## src/rtl/uart_fetch_arbiter.sv

```systemverilog
// Two-requester round-robin arbiter over a single UART word-fetch link.
// Sends the granted address on TX, waits for the reply word on RX, retries on timeout.
//
// Ports:
//   clk, reset          - clock, async active-high reset
//   reqN_valid/addr     - fetch request from requester N (0 = ifetch, 1 = debug)
//   reqN_grant          - 1-cycle accept pulse to requester N
//   rspN_valid          - 1-cycle response pulse to requester N
//   rsp_data, rsp_err   - response word and retries-exhausted flag
//   query_start/addr    - TX launch pulse and address to send
//   tx_busy             - TX shifter busy
//   rx_word_valid/word  - received reply word
//   busy                - transaction in flight
module uart_fetch_arbiter #(
  parameter int TIMEOUT_CYCLES = 200000,
  parameter int MAX_RETRIES    = 3,
  parameter int CNT_W          = 18
) (
  input  logic        clk,
  input  logic        reset,
  input  logic        req0_valid,
  input  logic [31:0] req0_addr,
  output logic        req0_grant,
  output logic        rsp0_valid,
  input  logic        req1_valid,
  input  logic [31:0] req1_addr,
  output logic        req1_grant,
  output logic        rsp1_valid,
  output logic [31:0] rsp_data,
  output logic        rsp_err,
  output logic        query_start,
  output logic [31:0] query_addr,
  input  logic        tx_busy,
  input  logic        rx_word_valid,
  input  logic [31:0] rx_word,
  output logic        busy
);

  localparam int RW = (MAX_RETRIES < 1) ? 1
                    : $clog2(MAX_RETRIES + 1);

  localparam logic [CNT_W-1:0] TC_LAST =
    CNT_W'(TIMEOUT_CYCLES - 1);
  localparam logic [CNT_W-1:0] CNT_MAX = '1;
  localparam logic [RW-1:0] RETRY_MAX =
    RW'(MAX_RETRIES);

  typedef enum logic [2:0] {
    IDLE,
    ISSUE,
    WAIT_TX,
    WAIT_RX,
    RESPOND
  } state_t;

  state_t          state;
  logic            owner;
  logic            last_grant;
  logic [RW-1:0]   retry_cnt;
  logic [CNT_W-1:0] tcnt;
  logic            tx_seen;
  logic            wt_cnt;

  logic pick0;
  logic pick1;

  // On a tie the requester that did not win last time goes first.
  assign pick0 = req0_valid & (~req1_valid | last_grant);
  assign pick1 = req1_valid & (~req0_valid | ~last_grant);

  always_ff @(posedge clk or posedge reset) begin
    if (reset) begin
      state       <= IDLE;
      owner       <= 1'b0;
      last_grant  <= 1'b1;
      retry_cnt   <= '0;
      tcnt        <= '0;
      tx_seen     <= 1'b0;
      wt_cnt      <= 1'b0;
      req0_grant  <= 1'b0;
      req1_grant  <= 1'b0;
      rsp0_valid  <= 1'b0;
      rsp1_valid  <= 1'b0;
      rsp_data    <= '0;
      rsp_err     <= 1'b0;
      query_start <= 1'b0;
      query_addr  <= '0;
      busy        <= 1'b0;
    end else begin
      req0_grant  <= 1'b0;
      req1_grant  <= 1'b0;
      rsp0_valid  <= 1'b0;
      rsp1_valid  <= 1'b0;
      query_start <= 1'b0;

      // Timeout counter runs from the query pulse on and saturates.
      if ((state == WAIT_TX || state == WAIT_RX) &&
          tcnt != CNT_MAX)
        tcnt <= tcnt + 1'b1;

      unique case (state)
        IDLE: begin
          if (pick0 | pick1) begin
            req0_grant <= pick0;
            req1_grant <= pick1;
            owner      <= pick1;
            last_grant <= pick1;
            query_addr <= pick1 ? req1_addr : req0_addr;
            busy       <= 1'b1;
            state      <= ISSUE;
          end
        end
        ISSUE: begin
          if (!tx_busy) begin
            query_start <= 1'b1;
            tcnt        <= '0;
            tx_seen     <= 1'b0;
            wt_cnt      <= 1'b0;
            state       <= WAIT_TX;
          end
        end
        WAIT_TX: begin
          // Leave on busy falling, or after 2 cycles if TX never
          // reported busy at all.
          wt_cnt <= 1'b1;
          if (tx_busy)
            tx_seen <= 1'b1;
          else if (tx_seen || wt_cnt)
            state <= WAIT_RX;
        end
        WAIT_RX: begin
          if (rx_word_valid) begin
            rsp_data <= rx_word;
            rsp_err  <= 1'b0;
            state    <= RESPOND;
          end else if (tcnt >= TC_LAST) begin
            if (retry_cnt < RETRY_MAX) begin
              retry_cnt <= retry_cnt + 1'b1;
              state     <= ISSUE;
            end else begin
              rsp_data <= '0;
              rsp_err  <= 1'b1;
              state    <= RESPOND;
            end
          end
        end
        RESPOND: begin
          rsp0_valid <= ~owner;
          rsp1_valid <= owner;
          retry_cnt  <= '0;
          busy       <= 1'b0;
          state      <= IDLE;
        end
        default: state <= IDLE;
      endcase
    end
  end

endmodule

```

## config.mk

```make
export PLATFORM = sky130hd
export DESIGN_NAME = uart_fetch_arbiter
export DESIGN_NICKNAME = d
export VERILOG_FILES = /design/src/rtl/uart_fetch_arbiter.sv
export SDC_FILE = /design/constraint.sdc
export NUM_CORES = 1
export LEC_CHECK = 0
export CORE_MARGIN = 2
export CORE_UTILIZATION = 44
export CTS_BUF_LIST = sky130_fd_sc_hd__clkbuf_16
export CTS_CLUSTER_SIZE = 28
export DETAILED_ROUTE_END_ITERATION = 10
export GPL_TIMING_DRIVEN = 0
export PLACE_DENSITY = 0.8
export SETUP_SLACK_MARGIN = 0.5
export SYNTH_ARGS = -nofsm -noshare
export SYNTH_HDL_FRONTEND = slang
export SYNTH_SLANG_ARGS = --single-unit
export TNS_END_PERCENT = 20
```

## constraint.sdc

```tcl
create_clock -name clk -period 4.4 [get_ports clk]
set_input_delay 0.88 -clock clk [delete_from_list [all_inputs] [get_ports clk]]
set_output_delay 0.88 -clock clk [all_outputs]
set_load 0.05 [all_outputs]
```

# Word level (Yosys, flattened, before mapping)
# Index checks and enable logic that the tools add are counted.
totals:
  latchBits: 0
  mem_bits_ro: 0
  input_bits: 102
  wordCells: 95
  ram_bits: 0
  mem_count: 0
  ff_bits: 98
classes:
  mul: 0
  n_addsub: 2
  muxes: 36
  shifts: 0
  reduce_logical: 15
  bitwise_logic: 9
  order_cmp: 2
  div: 0
  eq_ne: 15
ops:
  columns: ["cell", "n"]
  rows:
  - ["two-way mux 32 bit", 4]
  - ["two-way mux 18 bit", 3]
  - ["two-way mux 3 bit", 7]
  - ["adder 18 x 1 -> 18 bit (second input constant)", 1]
  - ["greater-or-equal comparator 18 bit (second input constant)", 1]
  - ["!= test 18 bit (second input constant)", 1]
  - ["two-way mux 1 bit", 14]
  - ["!= test 2 bit (second input constant)", 6]
  - ["case mux 3 bit (4 select lines)", 1]
  - ["nonzero test 2 bit", 4]
  - ["== test 3 x 2 -> 1 bit (second input constant)", 2]
  - ["two-way mux 2 bit", 3]
  - ["!= test 2 x 1 -> 1 bit (second input constant)", 3]
  - ["case mux 1 bit (2 select lines)", 3]
  - ["AND reduction 2 bit", 3]
  - ["AND reduction 3 bit", 2]
  - ["AND reduction 5 bit", 1]
  - ["inverter 1 bit", 4]
  - ["case mux 2 bit (2 select lines)", 1]
  - ["AND reduction 4 bit", 1]
  - ["== test 3 x 1 -> 1 bit (second input constant)", 1]
  - ["== test 3 bit (second input constant)", 1]
  - ["zero test 3 bit", 1]
  - ["!= test 3 x 2 -> 1 bit (second input constant)", 1]
  - ["6 further kinds", 10]

# Longest topological paths before layout
# Gate-level depths: netlist of run 1.
logic_depth:
  depth_word: 6
  depth_mapped: 8
  depth_no_buf: 6

# Least setup slack after synthesis of run 1
# Ideal clock, no wire load.
synth_timing:
  path_kind: "input to register"
  from: "input port tx_busy"
  to: "register tcnt[0]"
  arrival_time_ps: 1879
  stages: 7
  path_slack_ps: 2400
  path_buffers: 2
  required_ps: 4279
  path_cell_list: "nor2b_1 nand2b_1 or2_2 buf_2 inv_1 buf_2 nor2_1"
synth_between:
  elab_chain_cells: 2
synth_lines:
  columns: ["item", "line", "source"]
  rows:
  - ["start, declared", "33", "input logic tx_busy,"]
  - ["two-way mux 18 bit", "114", "if (!tx_busy) begin"]
  - ["two-way mux 18 bit", "101", "unique case (state)"]
  - ["end signal, assigned", "99", "tcnt <= tcnt + 1'b1;"]
  - ["end, declared", "60", "logic [CNT_W-1:0] tcnt;"]
# Every way passes these cells.
# A chain may end at the register's enable or synchronous reset.

# Final worst setup path of run 1
layout_timing:
  from: "register query_addr[18]"
  to: "output port query_addr[18]"
layout_rtl:
  columns: ["item", "line", "source"]
  rows:
  - ["start, declared", "32", "output logic [31:0] query_addr,"]
  - ["start signal, assigned", "108", "query_addr <= pick1 ? req1_addr : req0_addr;"]
# No word-level cell between the ends.

==> results.toml, run 1 <==
[placed_design]
port_buffers = 172
dpl.cell_count = 780
dp.final_hpwl_um = 8840
gp_congestion = 0.843

[global_routing]
globalRouteTotalUtil_pct = 22.2
grt_pass1_vias = 4209
grt_max_degree = 51
antenna_found_initial = 0
grt.overflow.total = 0
grt_pass1_wl_um = 19800

[critical_path]
critPathCaptureType = "output pin"
path_delay_family = "buffers and inverters"
cpPeakStageDelay_ns = 0.86
crit_fanout = 2
path_class = "flop to output pin"
start_kind = "flop"
worstPathCellList = "clkdlybuf4s50_1"
path_depth = 1
slowest_stage = "clkdlybuf4s50_1"
rr_worst_depth = 8
required_ns = 3.52
cp.arrival_ns = 1.56
critPathBufInv = 1

[synth]
synth_seq_cells = 98
synth_warnings = 0
synth_cells = 471
synthesis.nets = 575
synthesis.area_mm2 = 0.00453
async_flop_share_pct = 100
syn_avg_cell_area_um2 = 9.62
seq_area_frac_synth_pct = 54.1
synth.distinct_cells = 47
synth-edff-count = 0
synth_ff_type = "dfrtp_1"

[power_and_ir_drop]
p_per_area_mw_per_mm2 = 715
p_switching_mw = 2.28
leakage_nw = 2.85
p_clk_share_pct = 15.5
intPower_mw = 2.53
irDropWorstVdd_uv = 412
pwr-share-comb_pct = 54.1
p_seq_share_pct = 30.4
swShare_pct = 47.3

[clock_tree]
path_clk_slew_ns = 0.07
cts-root-buf = "clkbuf_16"
clkLatencyLatePin_ns = 0.35
cts_resized = 0
post_cts_buffers = 0
cts_tree = "done"
numCtsBuffers = 9
htree_levels = 3
clockBufferDepth = 2
clock_sinks = 98
cts_hold_buf = 0

[routing]
final_antenna_net_count = 0
drc = 0
drt_iter0_drc = 207
first_pass_iters = 4
avgRoutedWirePerCell_um = 14.9
wl_um = 11900
via_per_inst = 5.17
vias = 4113

[final_layout]
fin_nets = 759
post-route-util_pct = 66.4
area_growth_pct = 48.5
finalNonFillerCells = 796
fill_cells = 765
drive_above_1_share_pct = 6.82
antenna-diode-count = 0

[timing]
worstMarginPinSlew_ns = 0.675
min_period_over_period_pct = 55.5
slew_headroom_pct = 54.6
fmax_ghz = 0.410
finalSetupViolations = 0
maxSlewViolCount = 0
hold_viol = 0
period_minus_slack_ns = 2.44
rsz0062_at_grt = "false"
fin_worst_skew_ns = 0.00844

[die]
design.die.area_mm2 = 0.0111
core_area_mm2 = 0.0101
die_y_um = 105
die_w_um = 105
top_level_ports = 173
start_util_pct = 44.7
num_rows = 37

[run]
cap_violations = 0

[run_status]
status = "finished clean"

[worst_hold_path]
holdPathStages = 1
hold_class = "flop to flop"
-- metrics by stage --
step	area (um^2)	setup TNS (ns)	total power, mW	hold slack [ns]	worst slack [ns]
2_1_floorplan	4530	0	3.17	0.403	0.960
6_report	6730	0	4.81	0.424	1.96
3_3_place_gp	6420	-43.89	4.02	0.413	-0.457
5_1_grt	6730	0	5.08	0.441	1.83
3_5_place_dp	6450	0	4.08	0.415	1.62
4_1_cts	6730	0	4.84	0.425	1.95
-- per-layer routing --
metal  vias to the layer above  GRT usage [%]  part of all wire (%)
li1                       1982              -                     -
met1                      1962           26.4                    41
met2                       153           38.0                    50
met3                        16           7.17                   7.7
met4                         0           7.62                   1.6
met5                         -              0                     0
-- worst paths after layout --
path	from	slack, ns	to
setup / recovery	query_addr[18]$_DFFE_PP0P_	1.96	query_addr[18]
hold / removal	owner$_DFFE_PP0P_	0.42	rsp0_valid$_DFF_PP0_
setup reg to reg	state[2]$_DFFE_PP0P_	2.35	rsp_data[7]$_DFFE_PP0P_
hold reg to reg	owner$_DFFE_PP0P_	0.42	rsp0_valid$_DFF_PP0_
max in group asynchronous	reset	2.72	last_grant$_DFFE_PP1P_
min in group asynchronous	reset	0.96	rsp_data[2]$_DFFE_PP0P_
-- synthesized netlist by cell type (all sizes together) (2+ instances only) --
library cell  instances  area [um^2]
dfrtp                97         2430
nand2                82          308
nor2                 55          206
a21oi                44          224
o21ai                40          200
mux2i                35          350
buf                  19          126
clkbuf               10         37.5
nand3                 9         45.0
nor3                  8         45.0
inv                   7         26.3
nand4                 6         37.5
and2                  5         31.3
xnor2                 5         43.8
and3                  4         25.0
o211ai                4         30.0
or3                   4         25.0
a21o                  3         22.5
nor4                  3         25.0
o21a                  3         22.5
a21boi                2         15.0
a311oi                2         23.8
a31oi                 2         12.5
and4                  2         20.0
ha                    2         25.0
nand2b                2         12.5
nor2b                 2         12.5
or2                   2         12.5
-- cells in the final DEF, fill, tap and decap left out, types with 3 or more instances in the layout --
cell type	Yosys	final
o21a_1	3	3
clkbuf_16	0	9
o211ai_1	4	4
clkdlybuf4s50_1	0	172
mux2i_1	35	35
nand3_1	9	9
nor2_1	55	55
inv_1	7	6
xnor2_1	5	5
and3_1	4	4
nand2_1	82	82
a21o_1	3	3
inv_6	0	3
and2_1	5	5
dfrtp_1	97	97
nor3_1	7	7
nand4_1	6	6
buf_6	5	5
o21ai_1	29	29
o21ai_0	11	11
buf_2	14	14
or3_1	4	4
clkbuf_1	10	10
a21oi_1	43	43
-- power by group through the flow --
stage,combinational [mW],sequential [mW],clock (mW)
final,2.60,1.46,0.745
after global routing,2.77,1.51,0.797
after CTS,2.62,1.46,0.761
after detailed placement,2.61,1.47,0
after global placement,2.56,1.46,0
after floorplan,0.718,2.45,0
-- state kept, by name (all words and copies together), names as in the netlist --
signal       cells
query_addr      32
rsp_data        32
tcnt            18
state            3
retry_cnt        2
busy             1
last_grant       1
owner            1
query_start      1
req0_grant       1
req1_grant       1
rsp0_valid       1
rsp1_valid       1
rsp_err          1
tx_seen          1
wt_cnt           1
-- area by class of cell --
type	count	area [um^2]	area share, %
clock inverters	7	51.3	0.762
flip-flops and latches	98	2450	36.5
repair buffers	173	1750	26.0
inverters	7	28.8	0.428
plain buffers	29	164	2.44
multi-input cells	337	1890	28.1
well taps	136	170	2.53
clock buffers	9	225	3.35
-- cells by family after synthesis --
group | synth area share (%)
AO/OA/AOI/OAI | 13.5
XOR/XNOR | 1.16
adder cells (fa/ha/maj) | 0.552
buffers and inverters | 4.20
flip-flops | 54.1
multiplexers | 7.98
AND/OR/NAND/NOR | 18.5
No activity file was read; power rests on OpenSTA's default activity.
==> inputs of run 2 (changes only) <==
Settings changed: CORE_UTILIZATION 44 to 40, PLACE_DENSITY 0.8 to 0.77.
Clock period 4.4 ns to 2.03 ns, I/O delays scaled along.
==> results.toml, run 2 (synthesized netlist as in run 1, its figures left out) <==
[run_status]
status = "finished clean"

[timing]
hold_viol = 0
finalSetupViolations = 0
fin_worst_skew_ns = 0.00741
period_minus_slack_ns = 1.89
maxSlewViolCount = 0
slew_headroom_pct = 53.8
setup_tns_ns = 0
fmax_ghz = 0.529
worstMarginPinSlew_ns = 0.692
rsz0062_at_grt = "true"
min_period_over_period_pct = 93.2

[final_layout]
fin_nets = 796
drive_above_1_share_pct = 20.5
finalNonFillerCells = 839
mostFrequentLayoutCell = "clkdlybuf4s50_1"
reg_top3 = "query_addr: 32 flops, rsp_data: 32 flops, tcnt: 18 flops"
postLayoutCellArea_mm2 = 0.00747
post-route-util_pct = 68.4
area_growth_pct = 64.9
fill_cells = 797
multi_input_area_mm2 = 0.00214
seqCellArea_mm2 = 0.00246
most-common-layout-cells = "clkdlybuf4s50_1 (98), dfrtp_1 (92), nand2_1 (81)"

[clock_tree]
clkLatencyLatePin_ns = 0.34
numCtsBuffers = 9
cts_tree = "done"
htree_levels = 3
cts-root-buf = "clkbuf_16"
clockBufferDepth = 2
path_clk_slew_ns = 0.07
clock_sinks = 98

[placed_design]
dp.final_hpwl_um = 9570
port_buffers = 172
dpl.cell_count = 785
gp_congestion = 0.818
placed_area_mm2 = 0.00647

[global_routing]
grt_pass1_vias = 4595
antenna_found_initial = 2
grtUsageMet1_pct = 24.6
globalRouteTotalUtil_pct = 22.0
top_usage_layer = "met2"
met3_usage_pct = 7.24
grt_max_degree = 39
grt_pass1_wl_um = 22000
grt.overflow.total = 0
grt.met2_usage_pct = 39.3

[routing]
drc = 0
vias = 4466
wl_um = 14400
final_antenna_net_count = 0
avgRoutedWirePerCell_um = 17.2
drt_iter0_drc = 205
via_per_inst = 5.32
first_pass_iters = 4

[die]
die_y_um = 110
die_w_um = 110
core_area_mm2 = 0.0109
num_rows = 38
start_util_pct = 41.4
design.die.area_mm2 = 0.0122
top_level_ports = 173

[run]
cap_violations = 0

[power_and_ir_drop]
leakage_nw = 3.37
irDropWorstVdd_uv = 922
p_per_area_mw_per_mm2 = 1480

[critical_path]
cp.arrival_ns = 2.11
required_ns = 2.24
crit_fanout = 5
critPathCaptureType = "flop"
path_class = "flop to flop"
start_kind = "flop"

[worst_hold_path]
hold_class = "primary input to flop"
[run 2: per-stage QoR]
step | setup WS (ns) | hold slack [ns] | total power [mW]
floorplan | 0.311 | 0.403 | 6.87
global placement | -0.555 | 0.411 | 8.73
detailed placement | -0.298 | 0.420 | 8.91
CTS | 0.198 | 0.453 | 10.4
global route | 0.0579 | 0.369 | 11.6
finish | 0.139 | 0.356 | 11.0
[run 2: report_power, final]
| part | internal (mW) | leakage (nW) | switching [mW] |
|---|---|---|---|
| Combinational | 2.12 | 2.03 | 4.05 |
| Clock | 0.953 | 0.147 | 0.748 |
| Sequential | 2.73 | 1.19 | 0.450 |
| Total | 5.80 | 3.37 | 5.24 |
[run 2: worst paths after layout]
check / end / slack (ns) / startpoint / depth (start not counted)
setup / recovery: tcnt[4]$_DFF_PP0_ / 0.14 / state[2]$_DFFE_PP0P_ / 10
hold reg to reg: rsp0_valid$_DFF_PP0_ / 0.47 / owner$_DFFE_PP0P_ / 1
min in group asynchronous: query_addr[20]$_DFFE_PP0P_ / 0.53 / reset / 2
hold / removal: last_grant$_DFFE_PP1P_ / 0.36 / req0_valid / 2
setup reg to reg: tcnt[4]$_DFF_PP0_ / 0.14 / state[2]$_DFFE_PP0P_ / 10
max in group asynchronous: last_grant$_DFFE_PP1P_ / 0.85 / reset / 3
[run 2: routing by layer]
| metal | vias up | share of wire (%) |
|---|---|---|
| li1 | 2075 | - |
| met1 | 2173 | 37 |
| met2 | 185 | 52 |
| met3 | 33 | 7.6 |
| met4 | 0 | 2.6 |
| met5 | - | 0 |
[run 2: critical path: stages (launching register included)]
cell	delay, ns
dfrtp_1	0.37
buf_6	0.12
buf_4	0.13
buf_4	0.13
buf_4	0.13
nand2b_1	0.16
or2_4	0.25
buf_6	0.13
buf_4	0.15
o211ai_1	0.08
o31ai_1	0.11
[run 2: area by class of cell]
cell class | count | area share [%]
multi-input cells | 338 | 28.6
clock inverters | 7 | 0.921
plain buffers | 29 | 3.90
flip-flops and latches | 98 | 32.9
inverters | 7 | 0.469
repair buffers | 209 | 27.7
diodes | 2 | 0.0670
well taps | 140 | 2.34
clock buffers | 9 | 3.01
[run 2: what timing repair did]
action / 4_1_cts / 5_1_grt
gates cloned: 4 / 5
setup endpoints to repair: 160 / 162
pin swaps: 19 / 10
hold buffers: 0 / 0
setup buffers: 8 / 19
endpoints found under the hold margin: 0 / 0
resized for setup: 132 / 80
==> inputs of run 3 (changes only) <==
Settings changed: SLEW_MARGIN set to 20.
==> results.toml, run 3 (synthesized netlist as in run 1, its figures left out) <==
[timing]
fin_worst_skew_ns = 0.0118
finalSetupViolations = 0
worstMarginPinSlew_ns = 0.575
slew_headroom_pct = 61.8
fmax_ghz = 0.540
period_minus_slack_ns = 1.85
hold_viol = 0
whs_ns = 0.369
min_period_over_period_pct = 91.2
setup_tns_ns = 0
maxSlewViolCount = 0
rsz0062_at_grt = "true"

[routing]
final_antenna_net_count = 0
first_pass_iters = 4
wl_um = 14900
vias = 4476
avgRoutedWirePerCell_um = 17.6
dr_wl_met3_um = 1110
highest_layer = "met4"
drt_iter0_drc = 201
drc = 0
via_per_inst = 5.27
wl_met2_um = 7890
drt-met1-wl_um = 5550

[clock_tree]
cts_tree = "done"
clkLatencyLatePin_ns = 0.34
numCtsBuffers = 9
clockBufferDepth = 2
cts-root-buf = "clkbuf_16"
clock_sinks = 98
path_clk_slew_ns = 0.07
cts_hold_buf = 0
htree_levels = 3

[placed_design]
gp_congestion = 0.818
port_buffers = 172
dpl.cell_count = 786
dp.final_hpwl_um = 9540

[global_routing]
antenna_found_initial = 2
grt.overflow.total = 0
grt_pass1_wl_um = 22300
grt_max_degree = 34
globalRouteTotalUtil_pct = 22.1
grt_pass1_vias = 4684

[final_layout]
fin_nets = 807
drive_above_1_share_pct = 25.6
most-common-layout-cells = "clkdlybuf4s50_1 (98), dfrtp_1 (92), nand2_1 (79)"
finalNonFillerCells = 850
fill_cells = 770
mostFrequentLayoutCell = "clkdlybuf4s50_1"
area_growth_pct = 71.1
reg_top3 = "query_addr: 32 flops, rsp_data: 32 flops, tcnt: 18 flops"

[critical_path]
crit_fanout = 8
path_delay_family = "compound AO/OA/AOI/OAI gates"
start_kind = "flop"
critPathCaptureType = "flop"
critPathBufInv = 1
worstPathCellList = "and4_2 > nand4_1 > o311ai_4 > buf_4 > o21ai_0 > a21oi_1"
required_ns = 2.28
slowest_stage = "dfrtp_2"
cpPeakStageDelay_ns = 0.43
path_class = "flop to flop"
cp.arrival_ns = 2.10

[die]
num_rows = 38
core_area_mm2 = 0.0109
die_w_um = 110
top_level_ports = 173
die_y_um = 110
start_util_pct = 41.4
design.die.area_mm2 = 0.0122

[worst_hold_path]
hold_class = "primary input to flop"

[run]
cap_violations = 0

[power_and_ir_drop]
p_per_area_mw_per_mm2 = 1460
leakage_nw = 3.46
irDropWorstVdd_uv = 956

[run_status]
status = "finished clean"
-- run 3: what timing repair did --
item / 4_1_cts / 5_1_grt
cloned: 4 / 6
pin swaps: 31 / 17
gates resized for setup: 141 / 115
endpoints found under the hold margin: 0 / 0
setup buffers: 14 / 22
setup endpoints to repair: 161 / 160
-- run 3: final cells by class --
cell class                 instances  area (um^2)  share of cell area (%)
sequential                        98         2460                    31.7
buffer                            29          310                    4.00
multi-input combinational        337         2270                    29.3
antenna                            2         5.00                  0.0645
clock inverter                     7         52.6                   0.678
clock buffer                       9          225                    2.90
timing repair buffer             221         2220                    28.6
tap                              140          175                    2.26
inverter                           7         32.5                   0.420
-- run 3: worst reg2reg max path, cell delays in order (launching register included) --
cell and delay (ns):
dfrtp_2 0.43, and4_2 0.31, nand4_1 0.20, o311ai_4 0.40, buf_4 0.18, o21ai_0 0.09
a21oi_1 0.15
-- run 3: routing by layer --
metal | track usage (%) | vias up
met1 | 25.0 | 2156
met5 | 0 | -
met2 | 38.7 | 200
li1 | - | 2084
met3 | 7.03 | 36
met4 | 8.58 | 0
-- run 3: per-stage QoR --
step	power (mW)	util, %	instance area (um^2)	setup slack, ns
floorplan	6.87	-	4540	0.311
global placement	8.73	58.8	6430	-0.555
detailed placement	8.91	59.5	6500	-0.301
CTS	10.4	64.8	7090	0.194
global route	11.9	70.9	7750	0.0913
finish	11.3	70.9	7750	0.179
-- run 3: final timing paths --
kind | from | end | slack, ns | cells past startpoint
hold / removal | req0_valid | last_grant$_DFFE_PP1P_ | 0.37 | 2
min in group asynchronous | reset | rsp_data[6]$_DFFE_PP0P_ | 0.45 | 2
hold reg to reg | owner$_DFFE_PP0P_ | rsp0_valid$_DFF_PP0_ | 0.43 | 1
setup reg to reg | tcnt[9]$_DFF_PP0_ | tcnt[15]$_DFF_PP0_ | 0.18 | 6
setup / recovery | tcnt[9]$_DFF_PP0_ | tcnt[15]$_DFF_PP0_ | 0.18 | 6
max in group asynchronous | reset | last_grant$_DFFE_PP1P_ | 0.77 | 4
-- run 3: power by group --
part | internal [mW] | switching [mW]
clock network | 0.842 | 0.788
registers | 2.73 | 0.483
logic | 2.30 | 4.17
